$ cat config.mk
export PLATFORM = sky130hd
export DESIGN_NAME = axis_mash11_dsm_dac
export DESIGN_NICKNAME = d
export VERILOG_FILES = /design/src/rtl/axis_mash11_dsm_dac.sv
export SDC_FILE = /design/constraint.sdc
export NUM_CORES = 1
export LEC_CHECK = 0
export CAP_MARGIN = 40
export CORE_ASPECT_RATIO = 1.4
export CORE_MARGIN = 2
export CORE_UTILIZATION = 55
export CTS_BUF_LIST = sky130_fd_sc_hd__clkbuf_16
export CTS_CLUSTER_SIZE = 20
export DETAILED_ROUTE_END_ITERATION = 6
export PLACE_DENSITY_LB_ADDON = 0.2
export SLEW_MARGIN = 20
export SYNTH_ARGS = -nofsm -noshare
export SYNTH_HDL_FRONTEND = slang
export SYNTH_SLANG_ARGS = --single-unit
$ cat constraint.sdc
create_clock -name aclk -period 5.72 [get_ports aclk]
set_input_delay 0.858 -clock aclk [delete_from_list [all_inputs] [get_ports aclk]]
set_output_delay 0.858 -clock aclk [all_outputs]
set_load 0.005 [all_outputs]
$ cat src/rtl/axis_mash11_dsm_dac.sv
// axis_mash11_dsm_dac: AXI-Stream fed delta-sigma DAC modulator.
// Holds each accepted PCM sample for OSR clocks (zero-order hold) and runs
// either a first-order accumulator or a MASH 1-1 cascade on it every clock.
module axis_mash11_dsm_dac #(
  parameter int WIDTH = 16,
  parameter int OSR   = 64,
  parameter int MODE  = 1
) (
  input  logic             aclk,
  input  logic             arst,
  input  logic [WIDTH-1:0] s_axis_data_tdata,
  input  logic             s_axis_data_tvalid,
  output logic             s_axis_data_tready,
  output logic [2:0]       m_axis_data_tdata,
  output logic             m_axis_data_tvalid,
  output logic             underrun
);

  localparam int            CW       = (OSR > 1) ? $clog2(OSR) : 1;
  localparam logic [CW-1:0] CNT_LAST = CW'(OSR - 1);

  logic             r_primed;
  logic [CW-1:0]    r_osr_cnt;
  logic [WIDTH-1:0] r_din;
  logic [WIDTH-1:0] r_acc1;
  logic [2:0]       r_y;
  logic             r_tvalid;
  logic             r_underrun;

  logic             w_last;
  logic             w_hs;
  logic [WIDTH:0]   w_sum1;
  logic             w_c1;
  logic [2:0]       w_y;

  // The last count of a slot is the only time a new sample may enter.
  assign w_last             = (r_osr_cnt == CNT_LAST);
  assign s_axis_data_tready = ~r_primed | w_last;
  assign w_hs               = s_axis_data_tvalid & s_axis_data_tready;

  // Stage 1: only the carry out of the accumulator leaves it.
  assign w_sum1 = {1'b0, r_acc1} + {1'b0, r_din};
  assign w_c1   = w_sum1[WIDTH];

  generate
    if (MODE == 1) begin : g_mash
      logic [WIDTH-1:0] r_acc2;
      logic             r_c2_d;
      logic [WIDTH:0]   w_sum2;

      // Stage 2 integrates the stage-1 residue; its carry is differentiated.
      assign w_sum2 = {1'b0, r_acc2} + {1'b0, w_sum1[WIDTH-1:0]};
      assign w_y    = {2'b00, w_c1} + {2'b00, w_sum2[WIDTH]} - {2'b00, r_c2_d};

      // Second accumulator and delayed carry advance with every modulator step.
      always_ff @(posedge aclk or posedge arst) begin
        if (arst) begin
          r_acc2 <= {WIDTH{1'b0}};
          r_c2_d <= 1'b0;
        end else if (r_primed) begin
          r_acc2 <= w_sum2[WIDTH-1:0];
          r_c2_d <= w_sum2[WIDTH];
        end
      end
    end else begin : g_first
      assign w_y = {2'b00, w_c1};
    end
  endgenerate

  // Priming flag and slot counter that paces input acceptance.
  always_ff @(posedge aclk or posedge arst) begin
    if (arst) begin
      r_primed  <= 1'b0;
      r_osr_cnt <= {CW{1'b0}};
    end else begin
      if (w_hs) begin
        r_primed <= 1'b1;
      end
      if (r_primed) begin
        if (w_last) begin
          r_osr_cnt <= {CW{1'b0}};
        end else begin
          r_osr_cnt <= r_osr_cnt + CW'(1);
        end
      end
    end
  end

  // Capture offset-binary sample on handshake; flag a slot that went unfilled.
  always_ff @(posedge aclk or posedge arst) begin
    if (arst) begin
      r_din      <= {WIDTH{1'b0}};
      r_underrun <= 1'b0;
    end else begin
      if (w_hs) begin
        r_din <= {~s_axis_data_tdata[WIDTH-1], s_axis_data_tdata[WIDTH-2:0]};
      end
      r_underrun <= r_primed & w_last & ~s_axis_data_tvalid;
    end
  end

  // Stage-1 accumulator and registered modulator output.
  always_ff @(posedge aclk or posedge arst) begin
    if (arst) begin
      r_acc1   <= {WIDTH{1'b0}};
      r_y      <= 3'b000;
      r_tvalid <= 1'b0;
    end else if (r_primed) begin
      r_acc1   <= w_sum1[WIDTH-1:0];
      r_y      <= w_y;
      r_tvalid <= 1'b1;
    end
  end

  assign m_axis_data_tdata  = r_y;
  assign m_axis_data_tvalid = r_tvalid;
  assign underrun           = r_underrun;

endmodule
-- After elaboration in Yosys (flattened, before gate mapping)
Index checks and enable logic that the tools add are counted.
Widths: inputs -> output; s select.
- bits of input ports: 19
- output and inout bits: 6
- logic and storage cells: 23
- register bits after elaboration: 61
- eq/ne operators: 1
- add/sub/neg operators: 5
- multiplexer cells: 1
- bitwise logic cells: 7
- operators with widths (kind ; count):
    $add 16x16->17 ; 2
    $add 6x1->6 const B ; 1
    $eq 6x6->1 const B ; 1
    $mux 6 ; 1
    $and 1x1->1 ; 3
    $not 1->1 ; 3
    $sub 2x1->3 ; 1
    $add 1x1->2 ; 1
    $or 1x1->1 ; 1

-- Logic depth before layout (Yosys ltp)
- depth after elaboration: 4
- mapped depth: 22
- mapped depth without buffers: 22

-- Worst setup path before layout
Ideal clock, no wire load.
- path kind: register to register
- start: register r_din[0]
- end: register r_y[2], in the netlist m_axis_data_tdata[2]
- setup time: 125 ps
- path slack: 1752 ps
- arrival: 3844 ps
- data required time: 5595 ps
- period minus slack after synthesis: 3968 ps
- cell stages (with the launch flop): 23
- buffers on the path: 0
- path through: dfrtp_1 ha_1 inv_1 fa_1 nor2b_1 o31ai_2 a21oi_1 o21a_1 nor2_1 xnor2_1 ha_1 o21ai_0 nor2_1 o31ai_1 o311a_1 o21ai_1 a21oi_1 ha_1 inv_1 ha_1 inv_1 ha_1 mux2_2
- cells in the longest elaborated chain, start to end: 4
- RTL lines (element ; line ; text):
    start: declaration ; 24 ; logic [WIDTH-1:0] r_din;
    start signal: assignment ; 92 ; r_din <= {WIDTH{1'b0}};
    start signal: assignment ; 96 ; r_din <= {~s_axis_data_tdata[WIDTH-1], s_axis_data_tdata[WIDTH-2:0]};
    $add 16x16->17 ; 42 ; assign w_sum1 = {1'b0, r_acc1} + {1'b0, r_din};
    named net w_sum1[8] ; 32 ; logic [WIDTH:0] w_sum1;
    $add 16x16->17 ; 52 ; assign w_sum2 = {1'b0, r_acc2} + {1'b0, w_sum1[WIDTH-1:0]};
    $add 1x1->2 ; 53 ; assign w_y = {2'b00, w_c1} + {2'b00, w_sum2[WIDTH]} - {2'b00, r_c2_d};
    $sub 2x1->3 ; 53 ;
    named net w_y[2] ; 34 ; logic [2:0] w_y;
    end signal: assignment ; 110 ; r_y <= w_y;
    end: declaration ; 26 ; logic [2:0] r_y;
The timed path passes the listed nets, and every way through them passes these cells.
A chain may end at the register's enable or synchronous reset.

-- Worst setup path after layout
Ends and elaborated chain as after synthesis.

==> results.md <==
| Stage | Quantity | Reported |
|---|---|---|
| synthesis | Fraction of synthesized area in multiplexers | 14.3% |
| cells and area | Fraction of layout instances using a drive strength above 1 | 18.8% |
| synthesis | Mapped Nets | 409 |
| job | # Max-Cap Violations | 0 |
| synthesis | Sequential cell area fraction in the yosys report | 40.4% |
| clock tree | Master cell of the clock root buffer | clkbuf_16 |
| timing | Fmax achieved | 0.229 GHz |
| hold path | Worst min-delay path class | flop to flop |
| synthesis | Area fraction in compound gates after synthesis | 15.4% |
| global routing | Vias in the first global route | 2712 |
| cells and area | Synthesis-to-layout area growth | 18.0% |
| setup path | Worst endpoint data arrival time | 4.57 ns |
| timing | Pins over their slew limit | 0 |
| synthesis | Total standard cell area after synthesis | 3780 µm² |
| detailed routing | DR pass1 iterations | 7 |
| hold path | Count of cells along the worst hold path | 1 |
| clock tree | Number of buffers added for setup after CTS | 0 |
| detailed routing | Routed wire length per instance | 15.2 µm |
| synthesis | Count of flip-flops with a built-in enable after synthesis | 0 |
| synthesis | Ys Warns | 0 |
| setup path | Crit path required time | 5.93 ns |
| timing | Setup TNS Final | 0 ns |
| floorplan | Core region area | 6610 µm² |
| synthesis | Number of instances in the synthesized netlist | 352 |
| timing | Clock period minus worst slack | 4.36 ns |
| floorplan | Starting density of the core | 57.1% |
| synthesis | Basic-gate share of the synthesized area counting and, or, nand and nor cells | 8.45% |
| placement | Number of I/O port buffers | 24 |
| clock tree | Number of clock buffers inserted by TritonCTS | 9 |
| setup path | Cell repeated most along the worst path | ha_1 |
| global routing | Wire length of the first global-routing pass | 12200 µm |
| timing | Worst Tran Pin Value | 0.580 ns |
| setup path | Endpoint class of the critical path | flop |
| clock tree | Number of clock sinks | 61 |
| detailed routing | Via count | 2696 |
| global routing | Largest net degree at the start of global routing | 62 |
| synthesis | Post-synthesis average cell area | 10.7 µm² |
| clock tree | TritonCTS clock tree | built |
| setup path | Element type at the critical path start | flop |
| floorplan | Number of placement rows | 35 |
| synthesis | Dominant combinational cell family by area after synthesis | compound AO/OA/AOI/OAI gates |
| setup path | Cell with the biggest individual delay on the critical path | fa_1 |
| timing | Setup repair after global routing missed its margin | false |
| floorplan | DIE HEIGHT | 102 µm |
| detailed routing | DRC viols | 0 |
| floorplan | Overall die area | 7560 µm² |
| synthesis | Biggest area consumer among synthesized cells | dfrtp_1 |
| synthesis | Count of state elements after synthesis | 61 |
| clock tree | Clock Pin Slew Worst Setup and Hold Paths | 0.05 ns |
| synthesis | Most common cell in the synthesized netlist | dfrtp_1 |
| synthesis | Share of the synthesized area in the top cell type | 40.4% |
| global routing | Global router's overall resource usage | 21.3% |
| detailed routing | Number of violations reported at the end of detailed-routing iteration 0 | 126 |
| cells and area | Filler cell count in the final layout | 529 |
| cells and area | Antenna cell count | 0 |
| placement | HPWL after detailed placement | 5240 µm |
| global routing | Antenna violations before repair | 0 |
| synthesis | Fraction of the mapped netlist area in adder cells | 13.0% |
| timing | Fraction of the cycle the final worst path needs | 76.2% |
| setup path | Worst Reg-to-Reg Cells | 22 |
| detailed routing | ANT nets after route | 0 |
| cells and area | Storage element area | 1530 µm² |
| clock tree | Post-cts sizing count | 0 |
| synthesis | Commonest cells in the netlist | 61 x dfrtp_1, 44 x mux2_2, 36 x ha_1, 25 x nor2_1, 24 x xnor2_1 |
| detailed routing | Total wirelength of the detailed-routed design | 7300 µm |
| timing | Final number of setup-violating endpoints | 0 |
| placement | Placer's final routability congestion estimate | 0.826 |
| floorplan | Width of the chip | 74.0 µm |
| clock tree | Number of H-tree levels | 3 |
| timing | Layout Skew | 0.00493 ns |
| timing | Max-slew headroom | 61.4% |
| setup path | Maximum cell stage delay along the critical path | 0.40 ns |
| synthesis | Fraction of registers with async set or reset after synthesis | 100% |
| global routing | Grt total ovfl | 0 |
| floorplan | I/O pin count | 25 |
| setup path | Critical setup path kind | flop to flop |
| timing | Fin. Hold Viols | 0 |
| run status | Outcome | complete, no violations |
| synthesis | Synth cell types | 41 |
| cells and area | Area of the multi-input gates | 2170 µm² |
| synthesis | Largest cells by area after synthesis | dfrtp_1 40%, mux2_2 13%, ha_1 12% |
| clock tree | Number of buffers inserted for hold repair after clock tree synthesis | 0 |
| synthesis | Most used flip-flop cell after synthesis | dfrtp_1 |
| cells and area | Total Nets Final | 440 |
| detailed routing | Vias per cell | 5.62 |
| clock tree | Clock Tree Buf Depth | 2 |
| clock tree | Clock latency on the worst-skew pair | 0.32 ns |
| synthesis | Post-synthesis share of cell area spent on xor and xnor gates | 6.26% |
| setup path | Cell chain of the critical path | ha_1, inv_1, fa_1, nor2b_1, o31ai_2, a21oi_1, o21a_1, nor2_1, xnor2_1, ha_1, o21ai_0, nor2_1, o31ai_1, o311a_1, o21ai_1, a21oi_1, ha_1, inv_1, ha_1, inv_1, ha_1, mux2_2 |
| setup path | Crit-path max FO | 6 |
==> state kept, by name, indices dropped and copies added, names as in the netlist <==
| signal | cells |
|---|---|
| g_mash.r_c2_d | 1 |
| g_mash.r_acc2 | 16 |
| r_acc1 | 16 |
| r_din | 16 |
| underrun | 1 |
| r_primed | 1 |
| m_axis_data_tvalid | 1 |
| m_axis_data_tdata | 3 |
| r_osr_cnt | 6 |
==> path summary, 6_finish.rpt <==
| kind | slack, ns | start | to |
|---|---|---|---|
| min reg2reg | 0.46 | m_axis_data_tvalid$_DFFE_PP0P_ | m_axis_data_tvalid$_DFFE_PP0P_ |
| max | 1.36 | r_din[0]$_DFFE_PP0P_ | m_axis_data_tdata[2]$_DFFE_PP0P_ |
| max reg2reg | 1.36 | r_din[0]$_DFFE_PP0P_ | m_axis_data_tdata[2]$_DFFE_PP0P_ |
| max in group asynchronous | 4.45 | arst | g_mash.r_acc2[11]$_DFFE_PP0P_ |
| min in group asynchronous | 0.80 | arst | m_axis_data_tvalid$_DFFE_PP0P_ |
| min | 0.46 | m_axis_data_tvalid$_DFFE_PP0P_ | m_axis_data_tvalid$_DFFE_PP0P_ |
==> critical path, delay by kind of cell (launching register included) <==
family	cells	cell delay, ns
AO/OA/AOI/OAI	8	1.51
XOR/XNOR	1	0.19
adder cells (fa/ha/maj)	6	1.48
buffers and inverters	3	0.17
flip-flops	1	0.34
multiplexers	1	0.26
AND/OR/NAND/NOR	3	0.31
==> layout make-up <==
type                            count  share of cell area [%]
Clock buffer                        9                    5.05
Inverter                           14                    1.18
Clock inverter                      7                    1.29
Timing Repair Buffer               28                    6.96
Multi-Input combinational cell    269                    48.7
Tap cell                           92                    2.58
Sequential cell                    61                    34.3
==> cells in the final DEF (no fill, tap or decap), types with 2 or more instances in the layout <==
master           Yosys  layout
dfrtp_1             61      61
mux2_2              44      44
ha_1                36      36
nor2_1              25      25
xnor2_1             24      24
clkdlybuf4s50_1      0      24
a21oi_1             21      21
nand2_1             16      16
inv_1               14      14
nand3_1             12      12
o21ai_0             12      12
a21o_1              11      11
clkbuf_16            0       9
nor2b_1              5       5
o21ai_1              5       5
o21bai_1             5       5
a21oi_2              4       4
a211oi_1             4       4
a31oi_1              4       4
o21a_1               4       4
nand2b_1             3       3
o31ai_1              3       3
xor2_1               3       3
a211oi_2             3       3
mux2i_1              3       3
clkinv_1             0       3
nand4_1              2       2
o31ai_2              2       2
o2bb2ai_1            2       2
and3_1               2       2
or2_2                2       2
fa_1                 2       2
buf_16               0       2
buf_4                0       2
==> cell families (layout without fill, tap and decap cells) <==
logic type | after synthesis | after routing
AO/OA/AOI/OAI | 86 | 86
AND/OR/NAND/NOR | 70 | 70
flip-flops | 61 | 61
multiplexers | 48 | 48
adder cells (fa/ha/maj) | 38 | 38
XOR/XNOR | 27 | 27
buffers and inverters | 22 | 58
==> per-layer routing <==
layer | up-vias | GRT usage [%] | wire, µm
met4 | 0 | 9.65 | 104
met1 | 1321 | 24.2 | 3010
met3 | 8 | 3.65 | 130
met5 | - | 0 | 0
met2 | 30 | 38.3 | 4050
li1 | 1337 | - | -
==> per-stage QoR <==
stage | std cells | hold slack, ns | instance area [µm²] | utilization, % | setup slack, ns
after floorplan | 352 | 0.456 | 3780 | - | 1.75
after global placement | 462 | 0.449 | 4120 | 62.3 | 1.51
after detailed placement | 463 | 0.451 | 4150 | 62.7 | 1.41
after CTS | 479 | 0.467 | 4430 | 67.0 | 1.36
after global routing | 480 | 0.495 | 4460 | 67.4 | 0.989
final | 480 | 0.463 | 4460 | 67.4 | 1.36
Power is not shown: default switching activity piles up to over one toggle a cycle in this logic, so the estimate is an artifact.
